==> config.mk <==
export PLATFORM = sky130hd
export DESIGN_NAME = apb2axi_tag_directory_flat
export DESIGN_NICKNAME = d
export VERILOG_FILES = /design/src/rtl/apb2axi_tag_directory_if.sv /design/src/rtl/apb2axi_tag_directory.sv /design/src/flat_wrapper.sv
export SDC_FILE = /design/constraint.sdc
export NUM_CORES = 2
export LEC_CHECK = 0
export CORE_ASPECT_RATIO = 1.1
export CORE_UTILIZATION = 24
export CTS_CLUSTER_DIAMETER = 200
export DETAILED_ROUTE_END_ITERATION = 7
export GPL_ROUTABILITY_DRIVEN = 0
export GPL_TIMING_DRIVEN = 0
export PLACE_DENSITY = 0.37
export SYNTH_ARGS = -nofsm -noshare
export SYNTH_HDL_FRONTEND = slang
export SYNTH_SLANG_ARGS = --single-unit
==> constraint.sdc <==
create_clock -name pclk -period 39.7 [get_ports pclk]
set_clock_uncertainty 0.15 [all_clocks]
set_input_delay 7.94 -clock pclk [delete_from_list [all_inputs] [get_ports pclk]]
set_output_delay 7.94 -clock pclk [all_outputs]
set_load 0.1 [all_outputs]
==> src/rtl/apb2axi_tag_directory_if.sv <==
// Handshake bundle between the APB register file / completion queue (master)
// and the tag directory (slave).
//   alloc_* : new descriptor offer and the tag assigned to it
//   pop_*   : in-order issue of descriptors to the AXI manager FIFO
//   cpl_*   : completions returning from the completion queue
//   cns_*   : APB consuming a finished entry
interface apb2axi_tag_directory_if #(
  parameter int TAG_W  = 3,
  parameter int ADDR_W = 32
);
  logic              alloc_vld;
  logic [ADDR_W-1:0] alloc_addr;
  logic [7:0]        alloc_len;
  logic [2:0]        alloc_size;
  logic              alloc_is_write;
  logic              alloc_rdy;
  logic [TAG_W-1:0]  alloc_tag;

  logic              pop_vld;
  logic [TAG_W-1:0]  pop_tag;
  logic [ADDR_W-1:0] pop_addr;
  logic [7:0]        pop_len;
  logic [2:0]        pop_size;
  logic              pop_is_write;
  logic              pop_rdy;

  logic              cpl_vld;
  logic [TAG_W-1:0]  cpl_tag;
  logic [1:0]        cpl_resp;
  logic [7:0]        cpl_num_beats;
  logic              cpl_error;
  logic              cpl_rdy;

  logic              cns_vld;
  logic [TAG_W-1:0]  cns_tag;

  modport slave (
    input  alloc_vld, alloc_addr, alloc_len, alloc_size, alloc_is_write,
    output alloc_rdy, alloc_tag,
    output pop_vld, pop_tag, pop_addr, pop_len, pop_size, pop_is_write,
    input  pop_rdy,
    input  cpl_vld, cpl_tag, cpl_resp, cpl_num_beats, cpl_error,
    output cpl_rdy,
    input  cns_vld, cns_tag
  );

  modport master (
    output alloc_vld, alloc_addr, alloc_len, alloc_size, alloc_is_write,
    input  alloc_rdy, alloc_tag,
    input  pop_vld, pop_tag, pop_addr, pop_len, pop_size, pop_is_write,
    output pop_rdy,
    output cpl_vld, cpl_tag, cpl_resp, cpl_num_beats, cpl_error,
    input  cpl_rdy,
    output cns_vld, cns_tag
  );
endinterface

==> src/rtl/apb2axi_tag_directory.sv <==
// Transaction directory for the APB-to-AXI gateway. Holds up to N_ENTRIES
// descriptors indexed by tag and issues them in allocation order through an
// age queue, with separate read/write outstanding limits and a per-entry
// PENDING timeout.
// Ports:
//   pclk, preset     : clock, async active-high reset
//   dir (slave)      : alloc / pop / completion / consume handshakes
//   stat_tag, stat_* : combinational status readout of one entry
//   cnt_*            : EMPTY and PENDING read/write counts
//   evt_*            : one-cycle pulses for stale completions / bad consumes
//
// Entry states:
//   state   | meaning
//   EMPTY   | free, fields cleared
//   ALLOC   | descriptor stored, waiting in age queue
//   PENDING | issued to manager FIFO, timeout counter running
//   DONE    | completed OK, waiting for consume
//   ERROR   | completed with error flag or resp[1], waiting for consume
//   TIMEOUT | no completion within TIMEOUT_CYC, waiting for consume
module apb2axi_tag_directory #(
  parameter int N_ENTRIES   = 8,
  parameter int TAG_W       = $clog2(N_ENTRIES),
  parameter int ADDR_W      = 32,
  parameter int MAX_RD_OUT  = 4,
  parameter int MAX_WR_OUT  = 4,
  parameter int TIMEOUT_CYC = 1024,
  parameter int TO_W        = 16
) (
  input  logic                pclk,
  input  logic                preset,
  apb2axi_tag_directory_if.slave dir,
  input  logic [TAG_W-1:0]    stat_tag,
  output logic [2:0]          stat_state,
  output logic [ADDR_W-1:0]   stat_addr,
  output logic [7:0]          stat_len,
  output logic [2:0]          stat_size,
  output logic                stat_is_write,
  output logic [1:0]          stat_resp,
  output logic [7:0]          stat_num_beats,
  output logic [TAG_W:0]      cnt_free,
  output logic [TAG_W:0]      cnt_rd_pend,
  output logic [TAG_W:0]      cnt_wr_pend,
  output logic                evt_stale_cpl,
  output logic                evt_bad_cns
);

  typedef enum logic [2:0] {
    ST_EMPTY = 3'd0,
    ST_ALLOC = 3'd1,
    ST_PEND  = 3'd2,
    ST_DONE  = 3'd3,
    ST_ERR   = 3'd4,
    ST_TMO   = 3'd5
  } ent_state_e;

  localparam logic [TAG_W:0]  ONE     = (TAG_W+1)'(1);
  localparam logic [TAG_W:0]  RD_LIM  = (TAG_W+1)'(MAX_RD_OUT);
  localparam logic [TAG_W:0]  WR_LIM  = (TAG_W+1)'(MAX_WR_OUT);
  localparam logic [TO_W-1:0] TO_LAST = TO_W'(TIMEOUT_CYC - 1);

  ent_state_e        state_q [N_ENTRIES], state_d [N_ENTRIES];
  logic [ADDR_W-1:0] addr_q  [N_ENTRIES], addr_d  [N_ENTRIES];
  logic [7:0]        len_q   [N_ENTRIES], len_d   [N_ENTRIES];
  logic [2:0]        size_q  [N_ENTRIES], size_d  [N_ENTRIES];
  logic              wr_q    [N_ENTRIES], wr_d    [N_ENTRIES];
  logic [1:0]        resp_q  [N_ENTRIES], resp_d  [N_ENTRIES];
  logic [7:0]        beats_q [N_ENTRIES], beats_d [N_ENTRIES];
  logic [TO_W-1:0]   to_q    [N_ENTRIES], to_d    [N_ENTRIES];
  logic [TAG_W-1:0]  aq_q    [N_ENTRIES], aq_d    [N_ENTRIES];
  logic [TAG_W:0]    wp_q, wp_d, rp_q, rp_d;
  logic              stale_q, stale_d, bad_q, bad_d;

  logic [TAG_W-1:0]  free_tag, head_tag;
  logic [TAG_W:0]    free_c, rd_c, wr_c;
  logic              q_empty, head_ok, alloc_fire, pop_fire, cpl_hit, cns_hit;

  // Lowest EMPTY tag and population counts, all from registered state.
  always_comb begin
    free_tag = '0;
    free_c   = '0;
    rd_c     = '0;
    wr_c     = '0;
    for (int i = N_ENTRIES - 1; i >= 0; i--) begin
      if (state_q[i] == ST_EMPTY) begin
        free_tag = TAG_W'(i);
        free_c   = free_c + ONE;
      end
      if (state_q[i] == ST_PEND) begin
        if (wr_q[i]) wr_c = wr_c + ONE;
        else         rd_c = rd_c + ONE;
      end
    end
  end

  // Head-of-line blocking: a head over its type's limit stalls everything behind it.
  assign head_tag = aq_q[rp_q[TAG_W-1:0]];
  assign q_empty  = (wp_q == rp_q);
  assign head_ok  = wr_q[head_tag] ? (wr_c < WR_LIM) : (rd_c < RD_LIM);

  assign dir.alloc_rdy    = (free_c != '0);
  assign dir.alloc_tag    = free_tag;
  assign dir.pop_vld      = !q_empty && head_ok;
  assign dir.pop_tag      = head_tag;
  assign dir.pop_addr     = addr_q[head_tag];
  assign dir.pop_len      = len_q[head_tag];
  assign dir.pop_size     = size_q[head_tag];
  assign dir.pop_is_write = wr_q[head_tag];
  assign dir.cpl_rdy      = 1'b1;

  assign stat_state     = state_q[stat_tag];
  assign stat_addr      = addr_q[stat_tag];
  assign stat_len       = len_q[stat_tag];
  assign stat_size      = size_q[stat_tag];
  assign stat_is_write  = wr_q[stat_tag];
  assign stat_resp      = resp_q[stat_tag];
  assign stat_num_beats = beats_q[stat_tag];
  assign cnt_free       = free_c;
  assign cnt_rd_pend    = rd_c;
  assign cnt_wr_pend    = wr_c;
  assign evt_stale_cpl  = stale_q;
  assign evt_bad_cns    = bad_q;

  assign alloc_fire = dir.alloc_vld && dir.alloc_rdy;
  assign pop_fire   = dir.pop_vld && dir.pop_rdy;
  assign cpl_hit    = dir.cpl_vld && (state_q[dir.cpl_tag] == ST_PEND);
  assign cns_hit    = dir.cns_vld && (state_q[dir.cns_tag] inside {ST_DONE, ST_ERR, ST_TMO});

  // Alloc, pop, completion and consume always address distinct entries
  // (EMPTY, ALLOC head, PENDING, finished), so their updates never collide.
  always_comb begin
    state_d = state_q;
    addr_d  = addr_q;
    len_d   = len_q;
    size_d  = size_q;
    wr_d    = wr_q;
    resp_d  = resp_q;
    beats_d = beats_q;
    to_d    = to_q;
    aq_d    = aq_q;
    wp_d    = wp_q;
    rp_d    = rp_q;

    for (int i = 0; i < N_ENTRIES; i++) begin
      if (state_q[i] == ST_PEND) begin
        to_d[i] = to_q[i] + TO_W'(1);
        // A completion landing on the expiry cycle takes precedence.
        if ((TIMEOUT_CYC > 0) && (to_q[i] == TO_LAST) &&
            !(cpl_hit && (dir.cpl_tag == TAG_W'(i)))) begin
          state_d[i] = ST_TMO;
          resp_d[i]  = 2'b10;
        end
      end
    end

    if (alloc_fire) begin
      state_d[free_tag]       = ST_ALLOC;
      addr_d[free_tag]        = dir.alloc_addr;
      len_d[free_tag]         = dir.alloc_len;
      size_d[free_tag]        = dir.alloc_size;
      wr_d[free_tag]          = dir.alloc_is_write;
      resp_d[free_tag]        = '0;
      beats_d[free_tag]       = '0;
      aq_d[wp_q[TAG_W-1:0]]   = free_tag;
      wp_d                    = wp_q + ONE;
    end

    if (pop_fire) begin
      state_d[head_tag] = ST_PEND;
      to_d[head_tag]    = '0;
      rp_d              = rp_q + ONE;
    end

    if (cpl_hit) begin
      resp_d[dir.cpl_tag]  = dir.cpl_resp;
      beats_d[dir.cpl_tag] = dir.cpl_num_beats;
      state_d[dir.cpl_tag] = (dir.cpl_error || dir.cpl_resp[1]) ? ST_ERR : ST_DONE;
    end

    if (cns_hit) begin
      state_d[dir.cns_tag] = ST_EMPTY;
      addr_d[dir.cns_tag]  = '0;
      len_d[dir.cns_tag]   = '0;
      size_d[dir.cns_tag]  = '0;
      wr_d[dir.cns_tag]    = 1'b0;
      resp_d[dir.cns_tag]  = '0;
      beats_d[dir.cns_tag] = '0;
      to_d[dir.cns_tag]    = '0;
    end

    stale_d = dir.cpl_vld && !cpl_hit;
    bad_d   = dir.cns_vld && !cns_hit;
  end

  always_ff @(posedge pclk or posedge preset) begin
    if (preset) begin
      for (int i = 0; i < N_ENTRIES; i++) begin
        state_q[i] <= ST_EMPTY;
        addr_q[i]  <= '0;
        len_q[i]   <= '0;
        size_q[i]  <= '0;
        wr_q[i]    <= 1'b0;
        resp_q[i]  <= '0;
        beats_q[i] <= '0;
        to_q[i]    <= '0;
        aq_q[i]    <= '0;
      end
      wp_q    <= '0;
      rp_q    <= '0;
      stale_q <= 1'b0;
      bad_q   <= 1'b0;
    end else begin
      state_q <= state_d;
      addr_q  <= addr_d;
      len_q   <= len_d;
      size_q  <= size_d;
      wr_q    <= wr_d;
      resp_q  <= resp_d;
      beats_q <= beats_d;
      to_q    <= to_d;
      aq_q    <= aq_d;
      wp_q    <= wp_d;
      rp_q    <= rp_d;
      stale_q <= stale_d;
      bad_q   <= bad_d;
    end
  end

endmodule

==> src/flat_wrapper.sv <==
// flat-port wrapper written by rule: the top's interface ports become plain ports
module apb2axi_tag_directory_flat 
#(
  parameter int N_ENTRIES   = 8,
  parameter int TAG_W       = $clog2(N_ENTRIES),
  parameter int ADDR_W      = 32,
  parameter int MAX_RD_OUT  = 4,
  parameter int MAX_WR_OUT  = 4,
  parameter int TIMEOUT_CYC = 1024,
  parameter int TO_W        = 16
)
  (pclk, preset, stat_tag, stat_state, stat_addr, stat_len, stat_size, stat_is_write, stat_resp, stat_num_beats, cnt_free, cnt_rd_pend, cnt_wr_pend, evt_stale_cpl, evt_bad_cns, dir_alloc_vld, dir_alloc_addr, dir_alloc_len, dir_alloc_size, dir_alloc_is_write, dir_alloc_rdy, dir_alloc_tag, dir_pop_vld, dir_pop_tag, dir_pop_addr, dir_pop_len, dir_pop_size, dir_pop_is_write, dir_pop_rdy, dir_cpl_vld, dir_cpl_tag, dir_cpl_resp, dir_cpl_num_beats, dir_cpl_error, dir_cpl_rdy, dir_cns_vld, dir_cns_tag);
  apb2axi_tag_directory_if #(.TAG_W(TAG_W), .ADDR_W(ADDR_W)) dir_i ();
  input  logic pclk;
  input  logic preset;
  input  logic [TAG_W-1:0] stat_tag;
  output logic [2:0] stat_state;
  output logic [ADDR_W-1:0] stat_addr;
  output logic [7:0] stat_len;
  output logic [2:0] stat_size;
  output logic stat_is_write;
  output logic [1:0] stat_resp;
  output logic [7:0] stat_num_beats;
  output logic [TAG_W:0] cnt_free;
  output logic [TAG_W:0] cnt_rd_pend;
  output logic [TAG_W:0] cnt_wr_pend;
  output logic evt_stale_cpl;
  output logic evt_bad_cns;
  input wire logic [$bits(dir_i.alloc_vld)-1:0] dir_alloc_vld;
  input wire logic [$bits(dir_i.alloc_addr)-1:0] dir_alloc_addr;
  input wire logic [$bits(dir_i.alloc_len)-1:0] dir_alloc_len;
  input wire logic [$bits(dir_i.alloc_size)-1:0] dir_alloc_size;
  input wire logic [$bits(dir_i.alloc_is_write)-1:0] dir_alloc_is_write;
  output wire logic [$bits(dir_i.alloc_rdy)-1:0] dir_alloc_rdy;
  output wire logic [$bits(dir_i.alloc_tag)-1:0] dir_alloc_tag;
  output wire logic [$bits(dir_i.pop_vld)-1:0] dir_pop_vld;
  output wire logic [$bits(dir_i.pop_tag)-1:0] dir_pop_tag;
  output wire logic [$bits(dir_i.pop_addr)-1:0] dir_pop_addr;
  output wire logic [$bits(dir_i.pop_len)-1:0] dir_pop_len;
  output wire logic [$bits(dir_i.pop_size)-1:0] dir_pop_size;
  output wire logic [$bits(dir_i.pop_is_write)-1:0] dir_pop_is_write;
  input wire logic [$bits(dir_i.pop_rdy)-1:0] dir_pop_rdy;
  input wire logic [$bits(dir_i.cpl_vld)-1:0] dir_cpl_vld;
  input wire logic [$bits(dir_i.cpl_tag)-1:0] dir_cpl_tag;
  input wire logic [$bits(dir_i.cpl_resp)-1:0] dir_cpl_resp;
  input wire logic [$bits(dir_i.cpl_num_beats)-1:0] dir_cpl_num_beats;
  input wire logic [$bits(dir_i.cpl_error)-1:0] dir_cpl_error;
  output wire logic [$bits(dir_i.cpl_rdy)-1:0] dir_cpl_rdy;
  input wire logic [$bits(dir_i.cns_vld)-1:0] dir_cns_vld;
  input wire logic [$bits(dir_i.cns_tag)-1:0] dir_cns_tag;
  assign dir_i.alloc_vld = dir_alloc_vld;
  assign dir_i.alloc_addr = dir_alloc_addr;
  assign dir_i.alloc_len = dir_alloc_len;
  assign dir_i.alloc_size = dir_alloc_size;
  assign dir_i.alloc_is_write = dir_alloc_is_write;
  assign dir_alloc_rdy = dir_i.alloc_rdy;
  assign dir_alloc_tag = dir_i.alloc_tag;
  assign dir_pop_vld = dir_i.pop_vld;
  assign dir_pop_tag = dir_i.pop_tag;
  assign dir_pop_addr = dir_i.pop_addr;
  assign dir_pop_len = dir_i.pop_len;
  assign dir_pop_size = dir_i.pop_size;
  assign dir_pop_is_write = dir_i.pop_is_write;
  assign dir_i.pop_rdy = dir_pop_rdy;
  assign dir_i.cpl_vld = dir_cpl_vld;
  assign dir_i.cpl_tag = dir_cpl_tag;
  assign dir_i.cpl_resp = dir_cpl_resp;
  assign dir_i.cpl_num_beats = dir_cpl_num_beats;
  assign dir_i.cpl_error = dir_cpl_error;
  assign dir_cpl_rdy = dir_i.cpl_rdy;
  assign dir_i.cns_vld = dir_cns_vld;
  assign dir_i.cns_tag = dir_cns_tag;
  apb2axi_tag_directory #(.N_ENTRIES(N_ENTRIES), .TAG_W(TAG_W), .ADDR_W(ADDR_W), .MAX_RD_OUT(MAX_RD_OUT), .MAX_WR_OUT(MAX_WR_OUT), .TIMEOUT_CYC(TIMEOUT_CYC), .TO_W(TO_W)) u_core (.pclk(pclk), .preset(preset), .dir(dir_i), .stat_tag(stat_tag), .stat_state(stat_state), .stat_addr(stat_addr), .stat_len(stat_len), .stat_size(stat_size), .stat_is_write(stat_is_write), .stat_resp(stat_resp), .stat_num_beats(stat_num_beats), .cnt_free(cnt_free), .cnt_rd_pend(cnt_rd_pend), .cnt_wr_pend(cnt_wr_pend), .evt_stale_cpl(evt_stale_cpl), .evt_bad_cns(evt_bad_cns));
endmodule
Word level (Yosys, flattened, before mapping):

Cells that the tools add are included.

* flip-flop bits (word level): 618
* input port bits: 70
* output and inout bits: 124

* add/subtract/negate cells: 31
* order comparisons: 14
* equality and inequality tests: 28
* multiplexer cells: 194
* bitwise gates (word level): 33
* reduce and logical (&&, ||, !) cells: 51

Operators by type and width (number)
* 2-to-1 mux 256 bit: 2
* 2-to-1 mux 64 bit: 5
* bitwise AND 128 bit: 2
* bitwise AND 256 bit: 1
* bitwise mux 256 bit: 1
* 2-to-1 mux 128 bit: 2
* NOT 128 bit: 2
* NOT 256 bit: 1
* 2-to-1 mux 16 bit: 13
* bitwise AND 64 bit: 3
* binary-select mux 32 bit (select 3 bit): 2
* demux 32 bit (select 3 bit): 2
* 2-to-1 mux 32 bit: 6
* 2-to-1 mux 24 bit: 6
* 2-to-1 mux 4 bit: 35
* adder 16 x 1 -> 16 bit (second input constant): 8
* bitwise mux 64 bit: 2
* equality test 16 x 10 -> 1 bit (second input constant): 8
* NOT 64 bit: 2
* 2-to-1 mux 3 bit: 42
* demux 16 bit (select 3 bit): 2
* 2-to-1 mux 8 bit: 11
* adder 4 x 1 -> 4 bit (second input constant): 20
* binary-select mux 8 bit (select 3 bit): 3
* other kinds (34): 170

Logic depth before layout (Yosys ltp):

* depth in word-level cells: 32
* depth in mapped cells: 30
* mapped depth without buffers: 27

Least setup slack after synthesis:

No wires, ideal clock.

* path kind: input port to output port
* start point: input port stat_tag[0]
* end point: output port stat_addr[0]
* arrival: 10.094 ns
* data required time: 31.610 ns
* setup slack: 21.516 ns
* cell stages on the path: 5
* cells stage by stage: clkbuf_1 -> buf_1 -> buf_1 -> mux4_2 -> mux2_2

* cells in the longest elaborated chain, start to end: 4

Ends and longest elaborated chain
* start, declared: line flat_wrapper.sv:16 `input logic [TAG_W-1:0] stat_tag;`
* NOT 3 -> 4 bit (implied by the code): line apb2axi_tag_directory.sv:111 `assign stat_addr = addr_q[stat_tag];`
* binary-select mux 32 bit (select 3 bit): line apb2axi_tag_directory.sv:111
* 2-to-1 mux 32 bit (implied by the code) (2 in a row): line apb2axi_tag_directory.sv:111
* end, declared: line flat_wrapper.sv:18 `output logic [ADDR_W-1:0] stat_addr;`

Every way passes these cells. The select of a mux whose other input is x is not followed.

Worst setup path after layout:

* start point: input port stat_tag[1]
* end point: output port stat_num_beats[6]

* cells in the longest elaborated chain, start to end: 4

Ends and longest elaborated chain
* NOT 3 -> 4 bit (implied by the code): line apb2axi_tag_directory.sv:116 `assign stat_num_beats = beats_q[stat_tag];`
* binary-select mux 8 bit (select 3 bit): line apb2axi_tag_directory.sv:116
* 2-to-1 mux 8 bit (implied by the code) (2 in a row): line apb2axi_tag_directory.sv:116
* end, declared: line flat_wrapper.sv:23 `output logic [7:0] stat_num_beats;`

Every way passes these cells. The select of a mux whose other input is x is not followed.

==> summary.md <==
| Metric | Value |
|---|---|
| EDFF count, synth | `0` |
| R2R depth | `24` |
| CTS root buf | `clkbuf_16` |
| Hold_ws | `approximately 0.33 ns` |
| GRT Residual Overflow | `0` |
| F_max | `just under 0.05 GHz` |
| Crit path capture type | `output port` |
| All-Layer GR Usage | `0.228` |
| Post-CTS sizing | `0` |
| CP Data Arrival Time | `between 10 and 15 ns` |
| Worst-Skew Late Latency | `roughly 0.7 ns` |
| Hold Path Stages | `2` |
| Failing checks | `capacitance limit, slew limit` |
| Largest net degree at the start of global routing | `approximately 110` |
| Antenna violations before repair | `20` |
| Cells after Synth | `3728` |
| Ys async rst share | `1.00` |
| TritonRoute pass-1 iters | `5` |
| Synth warn | `0` |
| Critical path type | `in2out` |
| Ys flop type | `dfrtp_1` |
| Synth Area per Inst | `between 9 and 10 µm²` |
| Row Count | `approximately 150` |
| # setup viols final | `0` |
| Clock slew at the register clock pins of the worst setup and hold paths | `around 0.050 ns` |
| # Max-Cap Violations | `5` |
| TritonCTS Buffers | `between 70 and 80` |
| Reg2reg end | `u_core.addr_q[170]$_DFF_PP0_` |
| Final Util | `0.290` |
| Routed length per instance | `between 20 and 30 µm` |
| Area delta synth->final | `20.0%` |
| Status | `complete, but fails checks` |
| Worst min path class | `reg2reg` |
| Synth top area share | `0.451` |
| R2R Setup Slk | `32.29 ns` |
| Startpoint Class | `primary input` |
| First-pass GRT wire length | `approximately 230 mm` |
| Final Critical Period | `~20 ns` |
| Postcts setup bufs | `0` |
| Synth cell types | `just over 90` |
| Post-Synthesis Cell Area | `between 30000 and 40000 µm²` |
| Worst slew pin tran | `1.58 ns` |
| CTS Hold Bufs | `0` |
| Top cells by area, synth | `dfrtp_1, nand2_1, mux4_2` |
| I/O Buffers | `134` |
| CP Max Fanout | `10` |
| Core ar. | `roughly 140000 µm²` |
| Yosys top cell by area | `dfrtp_1` |
| Initial Util | `0.242` |
| RR Startpoint | `u_core.state_q[0]$_DFF_PP0_` |
| Via count | `slightly above 30000` |
| Via/cell ratio | `5.13` |
| Syn_nets | `between 3000 and 4000` |
| Hold Path Sink | `u_core.aq_q[3]$_DFFE_PP0P_` |
| CTS tree | `yes` |
| Vias in the first global route | `29900` |
| Max Slew Vio Count | `32` |
| Drt total wl | `around 170 mm` |
| Nets | `approximately 4100` |
| Hold_sp | `u_core.aq_q[3]$_DFFE_PP0P_` |
| Initial DRC Count | `3016` |
| Post-DP HPWL | `114 mm` |
| # clock sinks | `618` |
| Setup_tns | `0 ns` |
| Die width | `363 µm` |
| Final period util | `0.517` |
| Slew margin rel. | `-0.0533` |
| Post-synthesis sequential area ratio | `0.451` |
| Vert. Die Dim | `~400 µm` |
| Critical path data required time | `31.61 ns` |
| Max Root-Sink Buffers | `3` |
| Antenna viol nets, final | `0` |
| I/O pin count | `slightly below 200` |
| DRC | `0` |
| Proportion of layout cells with a drive suffix above 1 | `0.118` |
| Fin. Hold Viols | `0` |
| Synthesized flop and latch total | `618` |
| Unrepaired setup endpoints after global routing | `no` |
| Die Footprint | `144000 µm²` |
| H-Tree Level Count | `3` |
## area by class of cell
class                      instances  area [µm²]
timing repair buffer             154        1700
fill                           15200      101000
tap                             1911        2390
clock buffer                     115        2330
buffer                           328        1390
clock inverter                    26         364
inverter                          31         124
multi-input combinational       2751       17400
sequential                       618       15500
antenna                            7        17.5
## placed cells by master (no fill, tap or decap), drive strengths merged, types with 13 or more instances in the layout
master / instances
clkinv: 19
nor3: 35
clkbuf: 317
mux2i: 29
nand3: 133
mux2: 84
nor2: 239
inv: 32
mux4: 123
clkdlybuf4s50: 134
buf: 146
a22oi: 96
nand2: 979
a222oi: 13
xor2: 80
o21ai: 50
a221oi: 30
a21oi: 462
xnor2: 85
nand4: 48
ha: 30
and3: 40
dfrtp: 618
or3: 14
## sequential cells by signal, indices dropped and copies added (netlist names), 8 cells and up
signal / count
u_core.to_q: 128
u_core.resp_q: 16
u_core.size_q: 24
u_core.state_q: 24
u_core.addr_q: 256
u_core.len_q: 64
u_core.beats_q: 64
u_core.aq_q: 24
u_core.wr_q: 8
## cells by family (layout without fill, tap and decap cells)
family | Yosys count | count (layout) | synth area share
XOR/XNOR | 172 | 172 | 0.0486
multiplexers | 236 | 236 | 0.117
other | 1 | 8 | 0.000109
AND/OR/NAND/NOR | 1576 | 1576 | 0.200
adder cells (fa/ha/maj) | 31 | 31 | 0.0113
flip-flops | 618 | 618 | 0.451
buffers and inverters | 359 | 654 | 0.0434
AO/OA/AOI/OAI | 735 | 735 | 0.128
## Yosys cell counts (30+ instances only)
cell type / number
o21ai_0: 50
mux2_2: 75
nand2_1: 979
xnor2_1: 81
dfrtp_1: 618
nand4_1: 48
buf_2: 37
a221oi_1: 30
nor3_1: 33
mux4_2: 123
buf_1: 77
nor2_1: 229
a21oi_1: 462
clkbuf_1: 194
ha_1: 30
and3_1: 40
xor2_1: 80
a22oi_1: 96
nand3_1: 131
## worst max path at each step
| stage | from | end | depth (start not counted) |
|---|---|---|---|
| after global routing | stat_tag[0] | stat_addr[5] | 6 |
| after detailed placement | stat_tag[0] | stat_addr[3] | 6 |
| after floorplan | preset | u_core.addr_q[0]$_DFF_PP0_ | 1 |
| final | stat_tag[1] | stat_num_beats[6] | 6 |
| after global placement | preset | u_core.addr_q[79]$_DFF_PP0_ | 2 |
| after CTS | stat_tag[0] | stat_addr[3] | 6 |
## worst max-delay path: stages
cell             delay (ns)
clkbuf_1               0.68
buf_1                  0.91
buf_1                  1.09
mux4_2                 0.45
mux2_2                 0.21
clkdlybuf4s50_1        1.14
## stage by stage
stage	area [µm²]	instances	worst slack [ns]
finish	41200	5941	19.16
global route	41200	5935	19.16
CTS	41200	5933	19.24
detailed placement	38500	5792	19.26
global placement	38000	5773	3.75
floorplan	34300	3728	14.30
## layer usage
layer / global-route usage / up-vias / wire (µm)
met5: 0 / - / 48
met4: 0.0946 / 8 / 7250
met3: 0.0400 / 306 / 10800
met2: 0.371 / 1177 / 78400
met1: 0.297 / 15600 / 70100
li1: - / 13500 / -
Power is left out: the tool's default activity adds up to more than one toggle a clock period on the data nets, which glitch-free logic cannot reach.
